`src/rtl/udp_axis_32to8_pkg.sv`:
```
// Shared UDP framing constants and the last-word tkeep decoder.
package udp_axis_32to8_pkg;

  localparam int UDP_LEN_OFFSET = 4;
  localparam int UDP_HDR_BYTES  = 8;

  typedef enum logic {
    ST_IDLE,
    ST_SHIFT
  } state_t;

  typedef struct packed {
    logic       bad;
    logic [2:0] n;
  } keep_cnt_t;

  // Only MSB-aligned contiguous masks are legal; anything else sends a full word and is flagged.
  function automatic keep_cnt_t keep_to_cnt(input logic [3:0] keep);
    keep_cnt_t r;
    case (keep)
      4'b1111: r = '{bad: 1'b0, n: 3'd4};
      4'b1110: r = '{bad: 1'b0, n: 3'd3};
      4'b1100: r = '{bad: 1'b0, n: 3'd2};
      4'b1000: r = '{bad: 1'b0, n: 3'd1};
      default: r = '{bad: 1'b1, n: 3'd4};
    endcase
    return r;
  endfunction

endpackage

```
`src/rtl/udp_axis_32to8.sv`:
```
// 32-bit to 8-bit AXIS serialiser, MSB byte first, with per-packet UDP length check.
// Latency: word accepted on cycle N shows its first byte on N+1; 1 byte/cycle sustained.
// Backpressure: one holding word; tready_out reopens combinationally on the last byte handshake.
module udp_axis_32to8
  import udp_axis_32to8_pkg::*;
#(
  parameter int LEN_OFFSET = UDP_LEN_OFFSET,
  parameter bit CHECK_LEN  = 1'b1
) (
  input  logic        clk,
  input  logic        reset_n,
  input  logic [31:0] axis_tdata_in,
  input  logic        axis_tvalid_in,
  input  logic        axis_tfirst_in,
  input  logic [3:0]  axis_tkeep_in,
  input  logic        axis_tlast_in,
  output logic        axis_tready_out,
  output logic [7:0]  udp_axis_tdata_out,
  output logic        udp_axis_tvalid_out,
  output logic        udp_axis_tlast_out,
  input  logic        udp_axis_tready_in,
  output logic [15:0] udp_length_out,
  output logic        udp_length_valid_out,
  output logic        len_err_out
);

  localparam logic [15:0] OFF_HI  = 16'(LEN_OFFSET);
  localparam logic [15:0] OFF_LO  = 16'(LEN_OFFSET + 1);
  localparam logic [15:0] MIN_LEN = 16'(LEN_OFFSET + 2);

  state_t      state, state_nxt;
  logic [31:0] hold_dat;
  logic [2:0]  hold_n;
  logic        hold_last;
  logic        hold_bad;
  logic [1:0]  byte_idx;
  keep_cnt_t   kc;

  logic in_hs, out_hs, last_byte, eop, mid_first;
  logic [15:0] byte_cnt, cnt_inc, hdr_len, hdr_nxt;
  logic        pkt_open;

  assign kc        = keep_to_cnt(axis_tkeep_in);
  assign last_byte = ({1'b0, byte_idx} == (hold_n - 3'd1));
  assign out_hs    = udp_axis_tvalid_out & udp_axis_tready_in;
  assign axis_tready_out = reset_n & ((state == ST_IDLE) | (out_hs & last_byte));
  assign in_hs     = axis_tvalid_in & axis_tready_out;

  assign udp_axis_tvalid_out = (state == ST_SHIFT);
  assign udp_axis_tlast_out  = udp_axis_tvalid_out & hold_last & last_byte;

  always_comb begin
    udp_axis_tdata_out = hold_dat[31:24];
    case (byte_idx)
      2'd0: udp_axis_tdata_out = hold_dat[31:24];
      2'd1: udp_axis_tdata_out = hold_dat[23:16];
      2'd2: udp_axis_tdata_out = hold_dat[15:8];
      2'd3: udp_axis_tdata_out = hold_dat[7:0];
      default: udp_axis_tdata_out = hold_dat[31:24];
    endcase
  end

  always_ff @(posedge clk or negedge reset_n) begin
    if (!reset_n) state <= ST_IDLE;
    else          state <= state_nxt;
  end

  always_comb begin
    state_nxt = state;
    case (state)
      ST_IDLE:  if (in_hs) state_nxt = ST_SHIFT;
      ST_SHIFT: if (out_hs && last_byte) state_nxt = in_hs ? ST_SHIFT : ST_IDLE;
      default:  state_nxt = ST_IDLE;
    endcase
  end

  always_ff @(posedge clk or negedge reset_n) begin
    if (!reset_n) begin
      hold_dat  <= '0;
      hold_n    <= 3'd4;
      hold_last <= 1'b0;
      hold_bad  <= 1'b0;
      byte_idx  <= '0;
    end else if (in_hs) begin
      hold_dat  <= axis_tdata_in;
      hold_last <= axis_tlast_in;
      hold_n    <= axis_tlast_in ? kc.n : 3'd4;
      hold_bad  <= axis_tlast_in & kc.bad;
      byte_idx  <= '0;
    end else if (out_hs && !last_byte) begin
      byte_idx  <= byte_idx + 2'd1;
    end
  end

  // Packet statistics: header length is picked off the output byte stream itself.
  assign cnt_inc   = (byte_cnt == 16'hFFFF) ? byte_cnt : byte_cnt + 16'd1;
  assign eop       = out_hs & udp_axis_tlast_out;
  assign mid_first = in_hs & axis_tfirst_in & pkt_open;

  always_comb begin
    hdr_nxt = hdr_len;
    if (out_hs && byte_cnt == OFF_HI) hdr_nxt[15:8] = udp_axis_tdata_out;
    if (out_hs && byte_cnt == OFF_LO) hdr_nxt[7:0]  = udp_axis_tdata_out;
  end

  always_ff @(posedge clk or negedge reset_n) begin
    if (!reset_n) begin
      byte_cnt             <= '0;
      hdr_len              <= '0;
      pkt_open             <= 1'b0;
      udp_length_out       <= '0;
      udp_length_valid_out <= 1'b0;
      len_err_out          <= 1'b0;
    end else begin
      udp_length_valid_out <= eop;
      len_err_out <= CHECK_LEN &&
                     ((eop && ((hdr_nxt != cnt_inc) || hold_bad || (cnt_inc < MIN_LEN))) ||
                      mid_first);
      if (eop) udp_length_out <= cnt_inc;
      if (in_hs) pkt_open <= ~axis_tlast_in;
      if (in_hs && axis_tfirst_in) begin
        byte_cnt <= '0;
        hdr_len  <= '0;
      end else if (eop) begin
        byte_cnt <= '0;
        hdr_len  <= '0;
      end else if (out_hs) begin
        byte_cnt <= cnt_inc;
        hdr_len  <= hdr_nxt;
      end
    end
  end

endmodule

```
`config.mk`:
```
export PLATFORM = sky130hd
export DESIGN_NAME = udp_axis_32to8
export DESIGN_NICKNAME = d
export VERILOG_FILES = /design/src/rtl/udp_axis_32to8_pkg.sv /design/src/rtl/udp_axis_32to8.sv
export SDC_FILE = /design/constraint.sdc
export NUM_CORES = 1
export LEC_CHECK = 0
export ABC_AREA = 1
export BUFFER_PORTS_ARGS = -buffer_cell sky130_fd_sc_hd__clkbuf_2
export CORE_UTILIZATION = 53
export CTS_CLUSTER_SIZE = 24
export DETAILED_ROUTE_END_ITERATION = 8
export PLACE_DENSITY = 0.77
export SLEW_MARGIN = 20
export SYNTH_ARGS = -nofsm -noshare
export SYNTH_HDL_FRONTEND = slang
export SYNTH_SLANG_ARGS = --single-unit
```
`constraint.sdc`:
```
create_clock -name clk -period 2.05 [get_ports clk]
set_input_delay 0.615 -clock clk [delete_from_list [all_inputs] [get_ports clk]]
set_output_delay 0.615 -clock clk [all_outputs]
set_load 0.01 [all_outputs]
```
==> run summary <==
Peak VDD IR: 0.00102 V
Syn Std Cell Area: 0.00526 mm²
Layout cell share with drive strength beyond 1: 30.7%
Lkg Pwr: 3.90 nW
Total die area: 0.0103 mm²
Rows: 35
Final TNS setup: -3400 ps
ANT nets after route: 0
Diodes inserted: 0
Startpoint types: register
I/O Buffers: 70
Initial Utilization: 55.9%
Rel. slew slack: 67.0%
Worst-path clk slew: 100 ps
Main synth FF type: dfrtp_1
Syn_nets: 801
Status: finished, violations left
CTS buffer count: 9
Delay-heaviest family, CP: buffers and inverters
Final HPWL DP: 11800 µm
Synth unique cells: 39
Post-synth ARST share: 100%
Dpl cells: 1009
TritonCTS clock tree: done
Routed vias/inst: 5.46
Vias in the first global route: 5353
Tmin final: 2420 ps
1st-iter DRT viols: 341
Clock Skew: 13.4 ps
Setup WS post-layout: -374 ps
Gr ovfl total: 0
Routed Wire Length: 17600 µm
WP depth: 7
Nets: 966
GR Util All Layers: 33.6%
CP Data Arrival Time: 1810 ps
H-tree depth: 3
WP buf/inv: 4
Die X: 102 µm
CTS Buffer Depth: 2
Final setup fails: 11
CP Data Required Time: 1430 ps
FF-to-FF path depth: 14
Crit. End Element: primary output
Post-synth top area share: 42.8%
Clock sinks: 91
Biggest area consumer among synthesized cells: dfrtp_1
Leading post-synthesis cells by cell area: dfrtp_1 (43%), nand2_1 (22%), inv_1 (5.7%), nor2_1 (4.9%), nand3_1 (3.6%)
Final Hold Vio Count: 0
Number of enable flip-flop cells after synthesis: 0
Max incr delay on CP: 400 ps
FF-to-FF setup slack: -260 ps
Failing checks: setup timing
Hold Crit Class: in2async
Max frequency: 413 MHz
Pin count of the biggest net entering global routing: 91
Sequential share of the synthesized area: 43.3%
Die height: 102 µm
Mapped Cells: 751
Clock Latency Late Sink: 360 ps
Most frequent cell after synthesis: nand2_1
Max_cap viols: 0
Initial antenna violation count: 0
Core area: 0.00942 mm²
Vias after detailed routing: 5735
WL per Instance: 16.8 µm
Yosys warns: 0
Worst path slowest cell: dfrtp_1
Crit-path cells: inv_2 -> ha_4 -> clkinvlp_4 -> buf_6 -> nor2_1 -> nor2_2 -> clkbuf_2
Post-route DRC: 0
Power per cell area: 1610 mW/mm²
RSZ-0062 raised after global routing: yes
Root buf cell: clkbuf_8
Final std cells w/o fill: 1050
Drt first pass iters: 5
CP max FO: 8
Final period utilization: 118%
IO Pins: 71
Most frequent cells after synthesis: nand2_1 (302), dfrtp_1 (90), inv_1 (80)
Flip-flop and latch count after synthesis: 91
Slew Viols, Final: 0
GPL Wtd Cong: 0.949
Hold-fix buffers at CTS: 0
First-pass GRT wire length: 26200 µm
Slew @ Worst Pin: 493 ps
Syn-to-layout area delta: 35.4%
Synth Area per Inst: 7.00 µm²
Crit path kind: reg2out
power breakdown:
group | internal [mW] | total, mW | switching, mW
Combinational | 2.99 | 6.92 | 3.93
Sequential | 2.52 | 3.12 | 0.597
Clock | 0.732 | 1.45 | 0.713
Total | 6.24 | 11.5 | 5.24
routing by layer:
metal / global-route usage [%] / routed length, µm / up-vias
met2: 57.9 / 8560 / 316
met5: 0 / 0 / -
li1: - / - / 2666
met3: 4.69 / 1290 / 86
met1: 41.1 / 6680 / 2667
met4: 17.1 / 1100 / 0
timing repair:
item / 4_1_cts / 5_1_grt
cloned: 0 / 3
pin swaps: 4 / 12
gates resized for setup: 40 / 63
endpoints found under the setup margin: 83 / 100
setup buffers: 13 / 14
cell families (layout without fill, tap and decap cells):
family / after synthesis / count (layout) / synth area share (%)
fa+ha+maj: 8 / 8 / 1.90
compound gates: 73 / 73 / 7.71
flops: 91 / 91 / 43.3
buf+inv: 112 / 282 / 8.92
xor+xnor: 9 / 9 / 1.50
simple gates: 458 / 458 / 36.6
stage by stage:
stage / hold WS [ps] / setup slack [ps] / utilization, % / power (mW) / area, µm²
5_1_grt: 68.6 / -473 / 75.6 / 12.2 / 7120
2_1_floorplan: 319 / 29.0 / - / 6.30 / 5260
3_5_place_dp: 443 / -247 / 67.0 / 8.73 / 6310
4_1_cts: 66.6 / -305 / 71.8 / 10.6 / 6760
3_3_place_gp: 443 / -127 / 67.0 / 8.62 / 6310
6_report: 80.2 / -374 / 75.6 / 11.5 / 7120
worst reg2reg max path, cell delays in order (launching register included):
cell	delay, ps
dfrtp_1	400
inv_2	110
ha_4	160
clkinvlp_4	200
buf_6	210
o21ai_0	340
o21ai_0	160
nand2_1	80
nand2_1	90
nor2_1	130
nand2_1	70
nor2_1	80
nand3_1	70
nand2_1	70
nand2_1	40
layout by cell type, fill, tap and decap left out, types with 4 or more instances in the layout:
master,Yosys,layout
nand2_1,302,294
buf_4,3,93
dfrtp_1,90,89
inv_1,80,73
clkbuf_2,2,61
nor2_1,68,53
nand3_1,38,33
o21ai_0,36,29
nand2_2,11,18
nor3_1,17,16
nor2_2,8,15
o22ai_1,13,13
nor2_4,3,11
inv_2,6,10
o21ai_1,7,10
clkbuf_8,0,10
buf_6,3,10
xor2_1,7,7
buf_12,0,6
nand3_2,2,5
a21oi_1,8,5
ha_4,0,5
buf_2,9,5
o21ai_2,1,4
layout make-up:
cell class              count  area, µm²
multi-input cells         548       2780
fillers                   694       2290
flip-flops and latches     91       2280
repair buffers            178       1330
inverters                  88        343
well taps                 129        161
clock buffers              10        138
clock inverters             6       93.8
path summary, 6_finish.rpt:
check,from,to
worst min-delay path,reset_n,udp_axis_tvalid_out$_DFF_PN0_
min in group clk,axis_tdata_in[12],hold_dat[12]$_DFFE_PN0P_
worst max-delay path,byte_idx[1]$_DFFE_PN0P_,udp_axis_tdata_out[2]
worst max register to register,byte_idx[1]$_DFFE_PN0P_,len_err_out$_DFF_PN0_
max in group asynchronous,reset_n,hold_n[2]$_DFFE_PN1P_
worst min register to register,udp_length_out[6]$_DFFE_PN0P_,udp_length_out[6]$_DFFE_PN0P_
sequential cells by signal (all words and copies together), names as in the netlist:
| register | count |
|---|---|
| hold_dat | 32 |
| byte_cnt | 16 |
| hdr_len | 16 |
| udp_length_out | 16 |
| hold_n | 3 |
| byte_idx | 2 |
| hold_bad | 1 |
| hold_last | 1 |
| len_err_out | 1 |
| pkt_open | 1 |
| udp_axis_tvalid_out | 1 |
| udp_length_valid_out | 1 |
Note: power is estimated with default switching activity, not from simulation.
